$ cat config.mk
export PLATFORM = sky130hd
export DESIGN_NAME = neo_string_driver_flat
export DESIGN_NICKNAME = d
export VERILOG_FILES = /design/src/rtl/neo_pkg.sv /design/src/rtl/neo_string_driver_if.sv /design/src/rtl/neo_bit_encoder.sv /design/src/rtl/neo_string_driver.sv /design/src/flat_wrapper.sv
export SDC_FILE = /design/constraint.sdc
export NUM_CORES = 1
export LEC_CHECK = 0
export CAP_MARGIN = 20
export CORE_MARGIN = 2
export CORE_UTILIZATION = 40
export CTS_CLUSTER_DIAMETER = 100
export DETAILED_ROUTE_END_ITERATION = 7
export DONT_BUFFER_PORTS = 1
export HOLD_SLACK_MARGIN = 0.06
export PLACE_DENSITY = 0.58
export SYNTH_ARGS = -nofsm -noshare
export SYNTH_HDL_FRONTEND = slang
export SYNTH_SLANG_ARGS = --single-unit
export TNS_END_PERCENT = 5
$ cat constraint.sdc
create_clock -name clk -period 6.3 [get_ports clk]
set_clock_uncertainty 0.2 [all_clocks]
set_input_delay 0.63 -clock clk [delete_from_list [all_inputs] [get_ports clk]]
set_output_delay 0.63 -clock clk [all_outputs]
set_load 0.02 [all_outputs]
$ cat src/rtl/neo_pkg.sv
// Shared types and default timing for the smart-LED string driver.
// Timing defaults assume a 100 MHz clock and WS2812/SK6812-class parts.
package neo_pkg;

    typedef enum logic [1:0] {
        IDLE       = 2'd0,
        WAIT_FIRST = 2'd1,
        SEND       = 2'd2,
        LATCH      = 2'd3
    } neo_state_e;

    localparam int GRB_BITS  = 24;
    localparam int GRBW_BITS = 32;

    localparam int DEF_NUM_LEDS     = 30;
    localparam int DEF_CLKS_PER_BIT = 120;
    localparam int DEF_T0H_CLKS     = 40;
    localparam int DEF_T1H_CLKS     = 70;
    localparam int DEF_RESET_CLKS   = 8000;

    function automatic int high_clks(input logic bit_val, input int t0h, input int t1h);
        return bit_val ? t1h : t0h;
    endfunction

endpackage

$ cat src/rtl/neo_string_driver_if.sv
// Pixel stream between the pattern source (master) and the string driver (slave).
interface neo_string_driver_if #(
    parameter int BITS_PER_LED = 32
) ();
    logic [BITS_PER_LED-1:0] pix_data;
    logic                    pix_valid;
    logic                    pix_ready;

    modport master (output pix_data, output pix_valid, input pix_ready);
    modport slave  (input pix_data, input pix_valid, output pix_ready);
endinterface

$ cat src/rtl/neo_bit_encoder.sv
// One encoded bit period: counter plus high-time compare.
// en/bit_val describe the upcoming cycle so the pulse level leaves a flop with no extra latency.
module neo_bit_encoder
    import neo_pkg::*;
#(
    parameter int CLKS_PER_BIT = DEF_CLKS_PER_BIT,
    parameter int T0H_CLKS     = DEF_T0H_CLKS,
    parameter int T1H_CLKS     = DEF_T1H_CLKS
) (
    input  logic clk,
    input  logic rst_n,
    input  logic en,
    input  logic bit_val,
    output logic level,
    output logic end_of_bit
);
    localparam int CW = $clog2(CLKS_PER_BIT);
    localparam logic [CW-1:0] LAST = CW'(CLKS_PER_BIT - 1);

    logic [CW-1:0] cnt_r;
    logic [CW-1:0] cnt_s;
    logic          en_r;
    logic          level_r;
    logic          level_s;

    // Next bit-cycle count and the pulse level that goes with it
    always_comb begin
        cnt_s   = '0;
        level_s = 1'b0;
        if (en && en_r && (cnt_r != LAST)) begin
            cnt_s = cnt_r + CW'(1);
        end else begin
            cnt_s = '0;
        end
        if (en) begin
            level_s = (cnt_s < CW'(high_clks(bit_val, T0H_CLKS, T1H_CLKS)));
        end else begin
            level_s = 1'b0;
        end
    end

    // Counter and output level registers
    always_ff @(posedge clk or negedge rst_n) begin
        if (!rst_n) begin
            en_r    <= 1'b0;
            cnt_r   <= '0;
            level_r <= 1'b0;
        end else begin
            en_r    <= en;
            cnt_r   <= cnt_s;
            level_r <= level_s;
        end
    end

    assign level      = level_r;
    assign end_of_bit = en_r & (cnt_r == LAST);

endmodule

$ cat src/rtl/neo_string_driver.sv
// Frame sequencer for a WS2812/SK6812 chain: start/done handshake, one-word
// prefetch buffer, MSB-first shifting, underrun flag and end-of-frame latch gap.
module neo_string_driver
    import neo_pkg::*;
#(
    parameter int NUM_LEDS     = DEF_NUM_LEDS,
    parameter int BITS_PER_LED = GRBW_BITS,
    parameter int CLKS_PER_BIT = DEF_CLKS_PER_BIT,
    parameter int T0H_CLKS     = DEF_T0H_CLKS,
    parameter int T1H_CLKS     = DEF_T1H_CLKS,
    parameter int RESET_CLKS   = DEF_RESET_CLKS
) (
    input  logic               clk,
    input  logic               rst_n,
    input  logic               start,
    neo_string_driver_if.slave pix,
    output logic               dout,
    output logic               busy,
    output logic               done,
    output logic               underrun
);
    localparam int PW = $clog2(NUM_LEDS + 1);
    localparam int IW = $clog2(BITS_PER_LED);
    localparam int LW = $clog2(RESET_CLKS + 1);

    neo_state_e              state_r, state_s;
    logic [BITS_PER_LED-1:0] shift_r, shift_s;
    logic [BITS_PER_LED-1:0] buf_r, buf_s;
    logic                    buf_full_r, buf_full_s;
    logic [PW-1:0]           acc_r, acc_s;
    logic [PW-1:0]           sent_r, sent_s;
    logic [IW-1:0]           bit_idx_r, bit_idx_s;
    logic [LW-1:0]           latch_r, latch_s;
    logic                    busy_r, busy_s;
    logic                    done_r, done_s;
    logic                    underrun_r, underrun_s;
    logic                    ready_r, ready_s;
    logic                    enc_en_s;
    logic                    xfer_s;
    logic                    eob_s;

    assign xfer_s = pix.pix_valid & ready_r;

    // Next-state, datapath and status computation
    always_comb begin
        state_s    = state_r;
        shift_s    = shift_r;
        buf_s      = buf_r;
        buf_full_s = buf_full_r;
        acc_s      = acc_r;
        sent_s     = sent_r;
        bit_idx_s  = bit_idx_r;
        latch_s    = latch_r;
        busy_s     = busy_r;
        done_s     = 1'b0;
        underrun_s = underrun_r;
        enc_en_s   = 1'b0;
        ready_s    = 1'b0;
        case (state_r)
            IDLE: begin
                // done_r blocks a start arriving in the same cycle as the done pulse
                if (start && !done_r) begin
                    state_s    = WAIT_FIRST;
                    busy_s     = 1'b1;
                    underrun_s = 1'b0;
                    acc_s      = '0;
                    sent_s     = '0;
                    bit_idx_s  = '0;
                    latch_s    = '0;
                    buf_full_s = 1'b0;
                end else begin
                    state_s = IDLE;
                end
            end
            WAIT_FIRST: begin
                if (xfer_s) begin
                    shift_s   = pix.pix_data;
                    acc_s     = acc_r + PW'(1);
                    bit_idx_s = '0;
                    enc_en_s  = 1'b1;
                    state_s   = SEND;
                end else begin
                    state_s = WAIT_FIRST;
                end
            end
            SEND: begin
                enc_en_s = 1'b1;
                if (eob_s && (bit_idx_r == IW'(BITS_PER_LED - 1))) begin
                    bit_idx_s = '0;
                    if (sent_r == PW'(NUM_LEDS - 1)) begin
                        sent_s   = sent_r + PW'(1);
                        enc_en_s = 1'b0;
                        latch_s  = '0;
                        state_s  = LATCH;
                    end else if (buf_full_r) begin
                        shift_s    = buf_r;
                        buf_full_s = 1'b0;
                        sent_s     = sent_r + PW'(1);
                    end else begin
                        underrun_s = 1'b1;
                        enc_en_s   = 1'b0;
                        latch_s    = '0;
                        state_s    = LATCH;
                    end
                end else if (eob_s) begin
                    shift_s   = {shift_r[BITS_PER_LED-2:0], 1'b0};
                    bit_idx_s = bit_idx_r + IW'(1);
                end else begin
                    shift_s = shift_r;
                end
                // A refill landing on the boundary cycle goes in after the buffer was drained
                if (xfer_s) begin
                    buf_s      = pix.pix_data;
                    buf_full_s = 1'b1;
                    acc_s      = acc_r + PW'(1);
                end else begin
                    buf_s = buf_r;
                end
            end
            LATCH: begin
                if (latch_r == LW'(RESET_CLKS - 1)) begin
                    done_s  = 1'b1;
                    busy_s  = 1'b0;
                    state_s = IDLE;
                end else begin
                    latch_s = latch_r + LW'(1);
                end
            end
            default: begin
                state_s = IDLE;
                busy_s  = 1'b0;
            end
        endcase
        if (state_s == WAIT_FIRST) begin
            ready_s = 1'b1;
        end else if (state_s == SEND) begin
            ready_s = !buf_full_s && (acc_s < PW'(NUM_LEDS));
        end else begin
            ready_s = 1'b0;
        end
    end

    // State, datapath and registered status outputs
    always_ff @(posedge clk or negedge rst_n) begin
        if (!rst_n) begin
            state_r    <= IDLE;
            shift_r    <= '0;
            buf_r      <= '0;
            buf_full_r <= 1'b0;
            acc_r      <= '0;
            sent_r     <= '0;
            bit_idx_r  <= '0;
            latch_r    <= '0;
            busy_r     <= 1'b0;
            done_r     <= 1'b0;
            underrun_r <= 1'b0;
            ready_r    <= 1'b0;
        end else begin
            state_r    <= state_s;
            shift_r    <= shift_s;
            buf_r      <= buf_s;
            buf_full_r <= buf_full_s;
            acc_r      <= acc_s;
            sent_r     <= sent_s;
            bit_idx_r  <= bit_idx_s;
            latch_r    <= latch_s;
            busy_r     <= busy_s;
            done_r     <= done_s;
            underrun_r <= underrun_s;
            ready_r    <= ready_s;
        end
    end

    neo_bit_encoder #(
        .CLKS_PER_BIT (CLKS_PER_BIT),
        .T0H_CLKS     (T0H_CLKS),
        .T1H_CLKS     (T1H_CLKS)
    ) u_enc (
        .clk        (clk),
        .rst_n      (rst_n),
        .en         (enc_en_s),
        .bit_val    (shift_s[BITS_PER_LED-1]),
        .level      (dout),
        .end_of_bit (eob_s)
    );

    assign pix.pix_ready = ready_r;
    assign busy          = busy_r;
    assign done          = done_r;
    assign underrun      = underrun_r;

endmodule

$ cat src/flat_wrapper.sv
// flat-port wrapper written by rule: the top's interface ports become plain ports
module neo_string_driver_flat import neo_pkg::*;
#(
    parameter int NUM_LEDS     = DEF_NUM_LEDS,
    parameter int BITS_PER_LED = GRBW_BITS,
    parameter int CLKS_PER_BIT = DEF_CLKS_PER_BIT,
    parameter int T0H_CLKS     = DEF_T0H_CLKS,
    parameter int T1H_CLKS     = DEF_T1H_CLKS,
    parameter int RESET_CLKS   = DEF_RESET_CLKS
)
  (clk, rst_n, start, dout, busy, done, underrun, pix_pix_data, pix_pix_valid, pix_pix_ready);
  neo_string_driver_if #(.BITS_PER_LED(BITS_PER_LED)) pix_i ();
  input  logic clk;
  input  logic rst_n;
  input  logic start;
  output logic dout;
  output logic busy;
  output logic done;
  output logic underrun;
  input wire logic [$bits(pix_i.pix_data)-1:0] pix_pix_data;
  input wire logic [$bits(pix_i.pix_valid)-1:0] pix_pix_valid;
  output wire logic [$bits(pix_i.pix_ready)-1:0] pix_pix_ready;
  assign pix_i.pix_data = pix_pix_data;
  assign pix_i.pix_valid = pix_pix_valid;
  assign pix_pix_ready = pix_i.pix_ready;
  neo_string_driver #(.NUM_LEDS(NUM_LEDS), .BITS_PER_LED(BITS_PER_LED), .CLKS_PER_BIT(CLKS_PER_BIT), .T0H_CLKS(T0H_CLKS), .T1H_CLKS(T1H_CLKS), .RESET_CLKS(RESET_CLKS)) u_core (.clk(clk), .rst_n(rst_n), .start(start), .pix(pix_i), .dout(dout), .busy(busy), .done(done), .underrun(underrun));
endmodule
==> results of run 1 <==
layout make-up:
| class | count | area share [%] |
|---|---|---|
| timing repair buffer | 5 | 0.9913 |
| tap | 180 | 3.717 |
| clock buffer | 11 | 4.172 |
| clock inverter | 5 | 1.095 |
| sequential | 108 | 44.61 |
| inverter | 17 | 1.053 |
| multi-input combinational | 393 | 44.36 |
Yosys cell counts, drive strengths merged (2+ instances only):
cell	n	area [sq um]
nor2b	5	31.28
o211ai	3	22.52
nor4	5	52.55
nand2b	2	12.51
mux2i	20	200.2
nor2	35	131.4
nand3	14	82.58
inv	17	63.81
o21ai	59	325.3
xnor2	2	17.52
o2bb2ai	2	17.52
a21oi	36	183.9
ha	15	187.7
and3	5	32.53
a22o	34	306.5
a21boi	2	15.02
buf	12	78.83
nor3	6	35.03
a31oi	2	12.51
a22oi	2	15.01
a21o	2	15.01
nand4	12	90.09
nand2	60	227.7
or3	4	30.03
and2	4	25.02
or2	5	31.28
clkbuf	16	60.06
o31ai	4	35.03
o21a	2	15.01
xor2	5	43.79
mux2	33	371.6
dfrtp	108	2703
kinds of logic after synthesis:
family | Yosys count | share of synthesized area (%)
and+or+nand+nor | 161 | 14.62
AOI/OAI and AO/OA | 157 | 18.73
DFF | 108 | 48.34
muxes | 53 | 10.23
buffers and inverters | 45 | 3.626
adders and majority gates | 15 | 3.357
xor gates and xnor gates | 7 | 1.097
metal layers:
| layer | routed length [microns] | GRT usage, % | share of wire (%) | up-vias |
|---|---|---|---|---|
| met2 | 5536 | 26.32 | 47 | 78 |
| met3 | 698 | 5.065 | 5.9 | 6 |
| met4 | 85 | 5.172 | 0.72 | 0 |
| met5 | 0 | 0 | 0 | - |
| li1 | - | - | - | 1947 |
| met1 | 5485 | 22.69 | 46 | 1970 |
registers in the layout (all words and copies together) (netlist names):
signal and count:
u_core.latch_r 13, u_core.shift_r 32, u_core.state_r 2, u_core.u_enc.en_r 1
u_core.busy 1, u_core.buf_r 32, u_core.underrun 1, u_core.u_enc.cnt_r 7
u_core.sent_r 5, u_core.done 1, u_core.acc_r 5, u_core.pix.pix_ready 1
u_core.u_enc.level 1, u_core.bit_idx_r 5, u_core.buf_full_r 1
where the power goes:
part	switching, mW	total, mW	internal, mW
clock network	0.263	0.598	0.335
registers	0.136	1.03	0.890
logic	0.438	0.678	0.240
final timing paths:
kind | from | to | slack, ns | depth (start not counted)
setup / recovery | u_core.bit_idx_r[0] | u_core.u_enc.level | 1.83 | 13
min in group asynchronous | rst_n | u_core.sent_r[4] | 0.68 | 2
hold / removal | pix_pix_data[5] | u_core.buf_r[5] | 0.22 | 1
max in group asynchronous | rst_n | u_core.buf_r[28] | 4.80 | 2
hold reg to reg | u_core.u_enc.cnt_r[0] | u_core.u_enc.cnt_r[0] | 0.27 | 1
setup reg to reg | u_core.bit_idx_r[0] | u_core.u_enc.level | 1.83 | 13
stage by stage:
step / area (sq um) / cells / hold slack, ns / util (%)
detailed placement: 5702 / 701 / 0.1413 / 41.40
finish: 6058 / 719 / 0.2178 / 43.99
global placement: 5702 / 701 / 0.1418 / 41.40
floorplan: 5590 / 546 / 0.1344 / -
global route: 6058 / 719 / 0.2072 / 43.99
CTS: 6058 / 719 / 0.2069 / 43.99
cell usage in the layout, fill, tap and decap left out, drive strengths merged, types with 2 or more instances in the layout:
| cell type | n |
|---|---|
| buf | 4 |
| nand2b | 2 |
| nor4 | 5 |
| nor3 | 6 |
| nor2 | 35 |
| mux2 | 33 |
| a21o | 2 |
| or3 | 4 |
| and2 | 4 |
| o21a | 2 |
| xor2 | 5 |
| a22o | 34 |
| dfrtp | 108 |
| o2bb2ai | 2 |
| o21ai | 59 |
| nand2 | 60 |
| clkbuf | 11 |
| ha | 15 |
| nand4 | 12 |
| o211ai | 3 |
| or2 | 5 |
| mux2i | 20 |
| a21boi | 2 |
| a31oi | 2 |
| o31ai | 4 |
| nor2b | 5 |
| and3 | 5 |
| xnor2 | 2 |
| nand3 | 14 |
| inv | 19 |
| a21oi | 36 |
| a22oi | 2 |
==> out/qor.csv, run 1 <==
metric;value;unit
Ys Warns;0;
Largest delay share family, worst path;adder cells;
WL per Instance;16.42;microns
num rows;43;
Worst EP required;6.38;ns
cts hold-fix bufs;2;
Die Height;122.2;microns
Worst-Margin Slew;1.104;ns
FF+latch area;2703;sq um
Setup Crit Path Kind;register to register;
most frequent CP cell;ha_1;
clock slew at reported path FFs;0.08;ns
Final nets;585;
P&R area growth vs syn;8.371;%
routed vias;4001;
Hold/Removal Path Class;input port to register;
Worst Setup End Kind;register;
clock buffer depth;2;
Core ar.;13770;sq um
area of the multi-input gates;2688;sq um
Crit-path slowest cell;ha_1;
Netlist cell types;63;
layout cell share with drive strength beyond 1;15.77;%
Worst path max stage delay;0.89;ns
HPWL after DPL;7.699;mm
vias per inst;5.565;
cells after synthesis;546;
final WL;11.81;mm
post-synthesis sequential area ratio;48.34;%
Ports;41;
initial core utilization;40.59;%
status;finished, final reports clean;
CTS H-tree lvls;3;
Buf/Inv on CP;2;
Sum Neg Setup Slack;0;ns
initial antenna violation count;0;
IO buf count;0;
Post-synth top flop;dfrtp_1;
Lkg Pwr;2.620;nW
n_diodes;0;
Sink Count;108;
Post-Synthesis Cell Area;5590;sq um
Setup Buffers After CTS;0;
Max-slew headroom;26.39;%
root buf cell;clkbuf_16;
Final Wtd Congestion;0.7664;
Power Total;2.301;mW
Initial DRC Count;264;
die footprint;14940;sq um
vias in the first global route;4007;
DRC Markers;0;
worst-path maximum fanout;20;
Inserted Clock Buffers;9;
number of max-cap violations;0;
pre-CTS WS;1.858;ns
Power Density;379.8;nW/um^2
#FFs+latches synth;108;
die width;122.2;microns
Worst Path Arrival;4.55;ns
number of synthesized flops with an enable pin;0;
Synthesized Nets;597;
Max rail drop VDD;210.6;uV
grt ovf;0;
fmax;223.7;MHz
final setup vio count;0;
RSZ-0062 raised after global routing;false;
Final Critical Period;4.471;ns
worst path cell trace;ha_1, and3_1, ha_1, inv_1, and3_1, a31o_2, a22oi_1, inv_1, ha_1, o21a_1, o31ai_1, nand4bb_1, o21ai_1;
Pins Over Slew Limit;0;
final hold vios;0;
syn avg cell area;10.24;sq um
Worst Slack Setup Final;1.829;ns
Total Routing Usage GR;16.88;%
Worst-Skew Late Latency;0.36;ns
Async SR Flop Fraction;100.0;%
Pre-antenna DRT Iters;4;
largest net degree at the start of global routing;109;
first-pass GRT wire length;20.07;mm
Antenna Nets Post-Route;0;
final worst-path cycle share;70.97;%
CTS tree;yes;
critical path startpoint category;register;
Post-CTS Resized;0;
Filler cells;1348;
No activity file was read; power rests on OpenSTA's default activity.
==> inputs of run 2 (changes only) <==
==> constraint.sdc (replaced) <==
create_clock -name clk -period 4.15 [get_ports clk]
set_clock_uncertainty 0.2 [all_clocks]
set_input_delay 0.415 -clock clk [delete_from_list [all_inputs] [get_ports clk]]
set_output_delay 0.415 -clock clk [all_outputs]
set_load 0.02 [all_outputs]
==> out/qor.csv, run 2 (same netlist as run 1, synthesis figures left out) <==
metric;value;unit;change
status;finished, final reports clean;;
Final nets;619;;+5.8%
Power Density;549.0;nW/um^2;+45%
routed vias;4118;;+2.9%
Worst R2R Start;u_core.bit_idx_r[0];;
Post-CTS Resized;0;;unchanged
Setup Crit Path Kind;register to register;;
IO buf count;0;;unchanged
final worst-path cycle share;84.54;%;+14 points
WL per Instance;15.92;microns;-3.1%
Setup Buffers After CTS;0;;unchanged
Critical Path Source;u_core.bit_idx_r[0];;
biggest regs;u_core.buf_r: 32 flops, u_core.shift_r: 32 flops, u_core.latch_r: 13 flops;;
end point of the critical path;u_core.u_enc.level;;
final WL;11.98;mm;+1.5%
largest net degree at the start of global routing;109;;unchanged
Worst-Margin Slew;1.014;ns;-0.09003 ns
die footprint;14940;sq um;unchanged
die width;122.2;microns;unchanged
Initial DRC Count;248;;-6.1%
RSZ-0062 raised after global routing;false;;
Ports;41;;unchanged
Inserted Clock Buffers;9;;unchanged
critical path startpoint category;register;;
HPWL after DPL;7.574;mm;-1.6%
DRC Markers;0;;unchanged
worst reg-to-reg path cell count;14;;+1
Hold/Removal Path Class;input port to register;;
layout cell share with drive strength beyond 1;15.01;%;-0.76 points
initial core utilization;40.59;%;unchanged
initial antenna violation count;0;;unchanged
Max-slew headroom;32.16;%;+5.8 points
most frequent cells in the layout;dfrtp_1 (108), nand2_1 (58), o21ai_0 (51), nor2_1 (35), a21oi_1 (35);;
Final Critical Period;3.508;ns;-0.9628 ns
Pins Over Slew Limit;0;;unchanged
Die Height;122.2;microns;unchanged
first-pass GRT wire length;20.22;mm;+0.76%
reg2reg end;u_core.u_enc.level;;
num rows;43;;unchanged
Total Routing Usage GR;16.93;%;+0.048 points
Worst EP required;4.23;ns;-2.15 ns
final setup vio count;0;;unchanged
Antenna Nets Post-Route;0;;unchanged
cts hold-fix bufs;34;;+32
Final Wtd Congestion;0.7820;;+2.0%
Worst Path Arrival;3.59;ns;-0.96 ns
Worst Setup End Kind;register;;
clock buffer depth;2;;unchanged
number of max-cap violations;0;;unchanged
Lkg Pwr;2.761;nW;+5.4%
Filler cells;1328;;-1.5%
root buf cell;clkbuf_16;;
worst-path maximum fanout;19;;-5.0%
final hold vios;0;;unchanged
Worst-Skew Late Latency;0.36;ns;about the same
CTS H-tree lvls;3;;unchanged
Sink Count;108;;unchanged
CTS tree;yes;;
Sum Neg Setup Slack;0;ns;unchanged
R2R setup slack;0.64;ns;-1.19 ns
clock slew at reported path FFs;0.07;ns;about the same
commonest non-fill, non-tap cell in the layout;dfrtp_1;;
vias per inst;5.469;;-1.7%
grt ovf;0;;unchanged
vias in the first global route;4168;;+4.0%
Core ar.;13770;sq um;unchanged
Power Total;3.500;mW;+52%
Max rail drop VDD;285.2;uV;+35%
Pre-antenna DRT Iters;4;;unchanged
P&R area growth vs syn;14.03;%;
fmax;285.0;MHz;+27%
n_diodes;0;;unchanged
run 2: cell types whose count changed in the layout (fill, tap and decap cells not counted), sizes merged:
| cell | previous run | this run |
|---|---|---|
| buf | 4 | 6 |
| clkbuf | 11 | 10 |
| clkinv | 1 | 2 |
| clkinvlp | 1 | 0 |
| dlygate4sd3 | 1 | 33 |
| inv | 19 | 20 |
run 2: final cells by class:
cell class	count	area, sq um	share of cell area (%)
sequential	108	2703	42.39
multi-input combinational	393	2688	42.16
timing repair buffer	39	395.4	6.202
clock buffer	10	229.0	3.592
tap	180	225.2	3.533
clock inverter	6	71.32	1.119
inverter	17	63.81	1.001
run 2: worst min path at each step:
stage	from	endpoint	slack, ns	cells past startpoint
after global placement	rst_n	u_core.sent_r[4]	-0.07	0
after CTS	pix_pix_data[8]	u_core.shift_r[8]	0.06	2
after detailed placement	rst_n	u_core.sent_r[4]	-0.07	0
final	pix_pix_data[8]	u_core.shift_r[8]	0.07	2
after floorplan	rst_n	u_core.acc_r[0]	-0.08	0
after global routing	pix_pix_data[4]	u_core.shift_r[4]	0.09	2
run 2: critical path: stages (launching register included):
cell,delay [ns]
dfrtp_1,0.42
ha_1,0.21
and3_1,0.16
ha_1,0.15
buf_4,0.30
inv_1,0.15
and3_1,0.20
a31o_2,0.24
a22oi_1,0.36
inv_1,0.15
ha_1,0.31
o21a_1,0.20
o31ai_1,0.09
nand4bb_1,0.15
o21ai_1,0.13
run 2: report_power, final:
group	leakage [nW]	total [mW]	internal [mW]	switching (mW)
registers	1.46	1.55	1.35	0.202
clock network	0.151	0.889	0.478	0.411
logic	1.15	1.06	0.383	0.675
run 2: per-layer routing:
| metal | vias up | wire length, microns | global-route usage, % |
|---|---|---|---|
| li1 | 2014 | - | - |
| met3 | 9 | 503 | 4.833 |
| met1 | 2022 | 5793 | 22.76 |
| met2 | 73 | 5576 | 27.01 |
| met5 | - | 0 | 0 |
| met4 | 0 | 111 | 4.239 |
run 2: stage by stage:
step | setup slack (ns) | utilization, % | instances | hold slack [ns] | cell area, sq um
floorplan | 1.021 | - | 546 | -0.08059 | 5590
global placement | 0.8866 | 41.51 | 703 | -0.07347 | 5717
detailed placement | 0.6562 | 41.51 | 703 | -0.07395 | 5717
CTS | 0.6241 | 46.28 | 753 | 0.06131 | 6375
global route | 0.3515 | 46.28 | 753 | 0.09259 | 6375
finish | 0.6416 | 46.28 | 753 | 0.07073 | 6375
==> inputs of run 3 (changes only) <==
==> constraint.sdc (replaced) <==
create_clock -name clk -period 3.6 [get_ports clk]
set_clock_uncertainty 0.2 [all_clocks]
set_input_delay 0.36 -clock clk [delete_from_list [all_inputs] [get_ports clk]]
set_output_delay 0.36 -clock clk [all_outputs]
set_load 0.02 [all_outputs]
==> out/qor.csv, run 3 (same netlist as run 1, synthesis figures left out) <==
metric;value;unit;change
Sink Count;108;;unchanged
Crit path depth;13;;-1
Worst Path Arrival;3.41;ns;-0.18 ns
Final Critical Period;3.320;ns;-0.1889 ns
vias in the first global route;4065;;-2.5%
Sum Neg Setup Slack;0;ns;unchanged
fmax;301.2;MHz;+5.7%
worst reg-to-reg path cell count;13;;-1
share of total power in combinational logic;31.0;%;+0.8 points
Pins Over Slew Limit;0;;unchanged
initial core utilization;40.59;%;unchanged
Power Density;627.9;nW/um^2;+14%
WL per Instance;16.01;microns;+0.60%
Worst path max stage delay;0.41;ns;about the same
Core ar.;13770;sq um;unchanged
final WL;12.09;mm;+0.87%
most frequent CP cell;ha_1;;
layer with the highest usage;met2;;
final setup vio count;0;;unchanged
number of max-cap violations;0;;unchanged
Max-slew headroom;53.11;%;+21 points
RSZ-0062 raised after global routing;false;;
met2 Usage GRT;25.73;%;-1.3 points
Hold/Removal Path Class;input port to register;;
hold path depth;3;;+1
Psw;1.480;mW;+15%
global routing met1 resource utilization;23.62;%;+0.85 points
sw frac;36.95;%;+0.13 points
Filler cells;1369;;+3.1%
Lkg Pwr;2.768;nW;+0.27%
R2R setup slack;0.28;ns;-0.36 ns
DRC Markers;0;;unchanged
Final Wtd Congestion;0.8379;;+7.1%
routed vias;4174;;+1.4%
status;finished, final reports clean;;
grt ovf;0;;unchanged
clock slew at reported path FFs;0.07;ns;about the same
CTS tree;yes;;
Antenna Nets Post-Route;0;;unchanged
P&R area growth vs syn;14.15;%;about the same
Initial DRC Count;220;;-11%
Total Routing Usage GR;16.81;%;-0.12 points
Crit-path slowest cell;dfrtp_1;;
clock buffer depth;2;;unchanged
n_diodes;0;;unchanged
largest net degree at the start of global routing;109;;unchanged
Worst Setup End Kind;register;;
first-pass GRT wire length;20.00;mm;-1.1%
die footprint;14940;sq um;unchanged
layout cell share with drive strength beyond 1;15.48;%;+0.47 points
area of the multi-input gates;2688;sq um;unchanged
Worst-Margin Slew;0.7013;ns;-0.3127 ns
Die Height;122.2;microns;unchanged
Buf/Inv on CP;2;;-1
Post-CTS Resized;0;;unchanged
Setup Crit Path Kind;register to register;;
Worst-Skew Late Latency;0.36;ns;about the same
HPWL after DPL;7.594;mm;+0.27%
worst path cell trace;ha_1, and3_1, ha_1, inv_1, and3_1, a31o_2, a22oi_1, inv_1, ha_1, o21a_1, o31ai_1, nand4bb_1, o21ai_1;;
worst-path maximum fanout;8;;-11
final hold vios;0;;unchanged
Pint;2.526;mW;+14%
IO buf count;0;;unchanged
root buf cell;clkbuf_16;;
Max rail drop VDD;432.1;uV;+52%
Power Total;4.007;mW;+14%
Largest delay share family, worst path;compound AO/OA/AOI/OAI gates;;
Final nets;622;;+0.48%
Clock Power Share;24.3;%;-1.1 points
grt met3 use;4.600;%;-0.23 points
most frequent cells in the layout;dfrtp_1 (108), nand2_1 (58), o21ai_0 (51), nor2_1 (35), a21oi_1 (35);;
FF+latch area;2703;sq um;unchanged
initial antenna violation count;0;;unchanged
Inserted Clock Buffers;9;;unchanged
final worst-path cycle share;92.21;%;+7.7 points
Pre-antenna DRT Iters;4;;unchanged
commonest non-fill, non-tap cell in the layout;dfrtp_1;;
die width;122.2;microns;unchanged
critical path startpoint category;register;;
Ports;41;;unchanged
biggest regs;u_core.buf_r: 32 flops, u_core.shift_r: 32 flops, u_core.latch_r: 13 flops;;
vias per inst;5.528;;+1.1%
Worst EP required;3.69;ns;-0.54 ns
part of the power in registers;44.7;%;+0.3 points
CTS H-tree lvls;3;;unchanged
num rows;43;;unchanged
run 3: layout make-up:
type	instances	share of cell area (%)
inverter	17	1.000
timing repair buffer	42	6.549
clock buffer	11	3.961
multi-input combinational	393	42.12
sequential	108	42.35
tap	180	3.529
clock inverter	4	0.4902
run 3: power groups by stage:
stage	registers [mW]	clock network (mW)	logic (mW)
after global placement	1.80	0	1.15
after global routing	1.83	1.05	1.40
final	1.79	0.974	1.24
after floorplan	1.75	0	0.985
after detailed placement	1.81	0	1.19
after CTS	1.79	1.01	1.26
run 3: final timing paths:
| path | from | end |
|---|---|---|
| worst max-delay path | u_core.bit_idx_r[0] | u_core.u_enc.level |
| worst min-delay path | pix_pix_data[26] | u_core.shift_r[26] |
| worst max register to register | u_core.bit_idx_r[0] | u_core.u_enc.level |
| worst min register to register | u_core.u_enc.cnt_r[0] | u_core.u_enc.cnt_r[0] |
| max in group asynchronous | rst_n | u_core.buf_r[15] |
| min in group asynchronous | rst_n | u_core.buf_r[31] |
run 3: repair_timing:
action,in CTS,in global routing
buffers inserted,0,0
hold endpoints to repair,154,0
hold buffers,34,0
run 3: metrics by stage:
| stage | util, % | cells | cell area (sq um) | hold WS [ns] | setup slack [ns] |
|---|---|---|---|---|---|
| 2_1_floorplan | - | 546 | 5590 | -0.1356 | 0.4711 |
| 5_1_grt | 46.33 | 755 | 6381 | 0.1153 | 0.03549 |
| 3_3_place_gp | 41.67 | 706 | 5739 | -0.1293 | 0.4609 |
| 4_1_cts | 46.33 | 755 | 6381 | 0.07639 | 0.2878 |
| 3_5_place_dp | 41.67 | 706 | 5739 | -0.1290 | 0.3282 |
| 6_report | 46.33 | 755 | 6381 | 0.08960 | 0.2804 |
run 3: tightest hold or removal path: cells and delay by family:
kind	cells	cell delay, ns
AOI/OAI and AO/OA	3	0.25
run 3: metal layers:
metal / vias up / share of wire [%] / wire, microns
met5: - / 0 / 0
met2: 68 / 46 / 5581
met1: 2074 / 48 / 5854
met3: 12 / 4.2 / 503
li1: 2020 / - / -
met4: 0 / 1.2 / 148
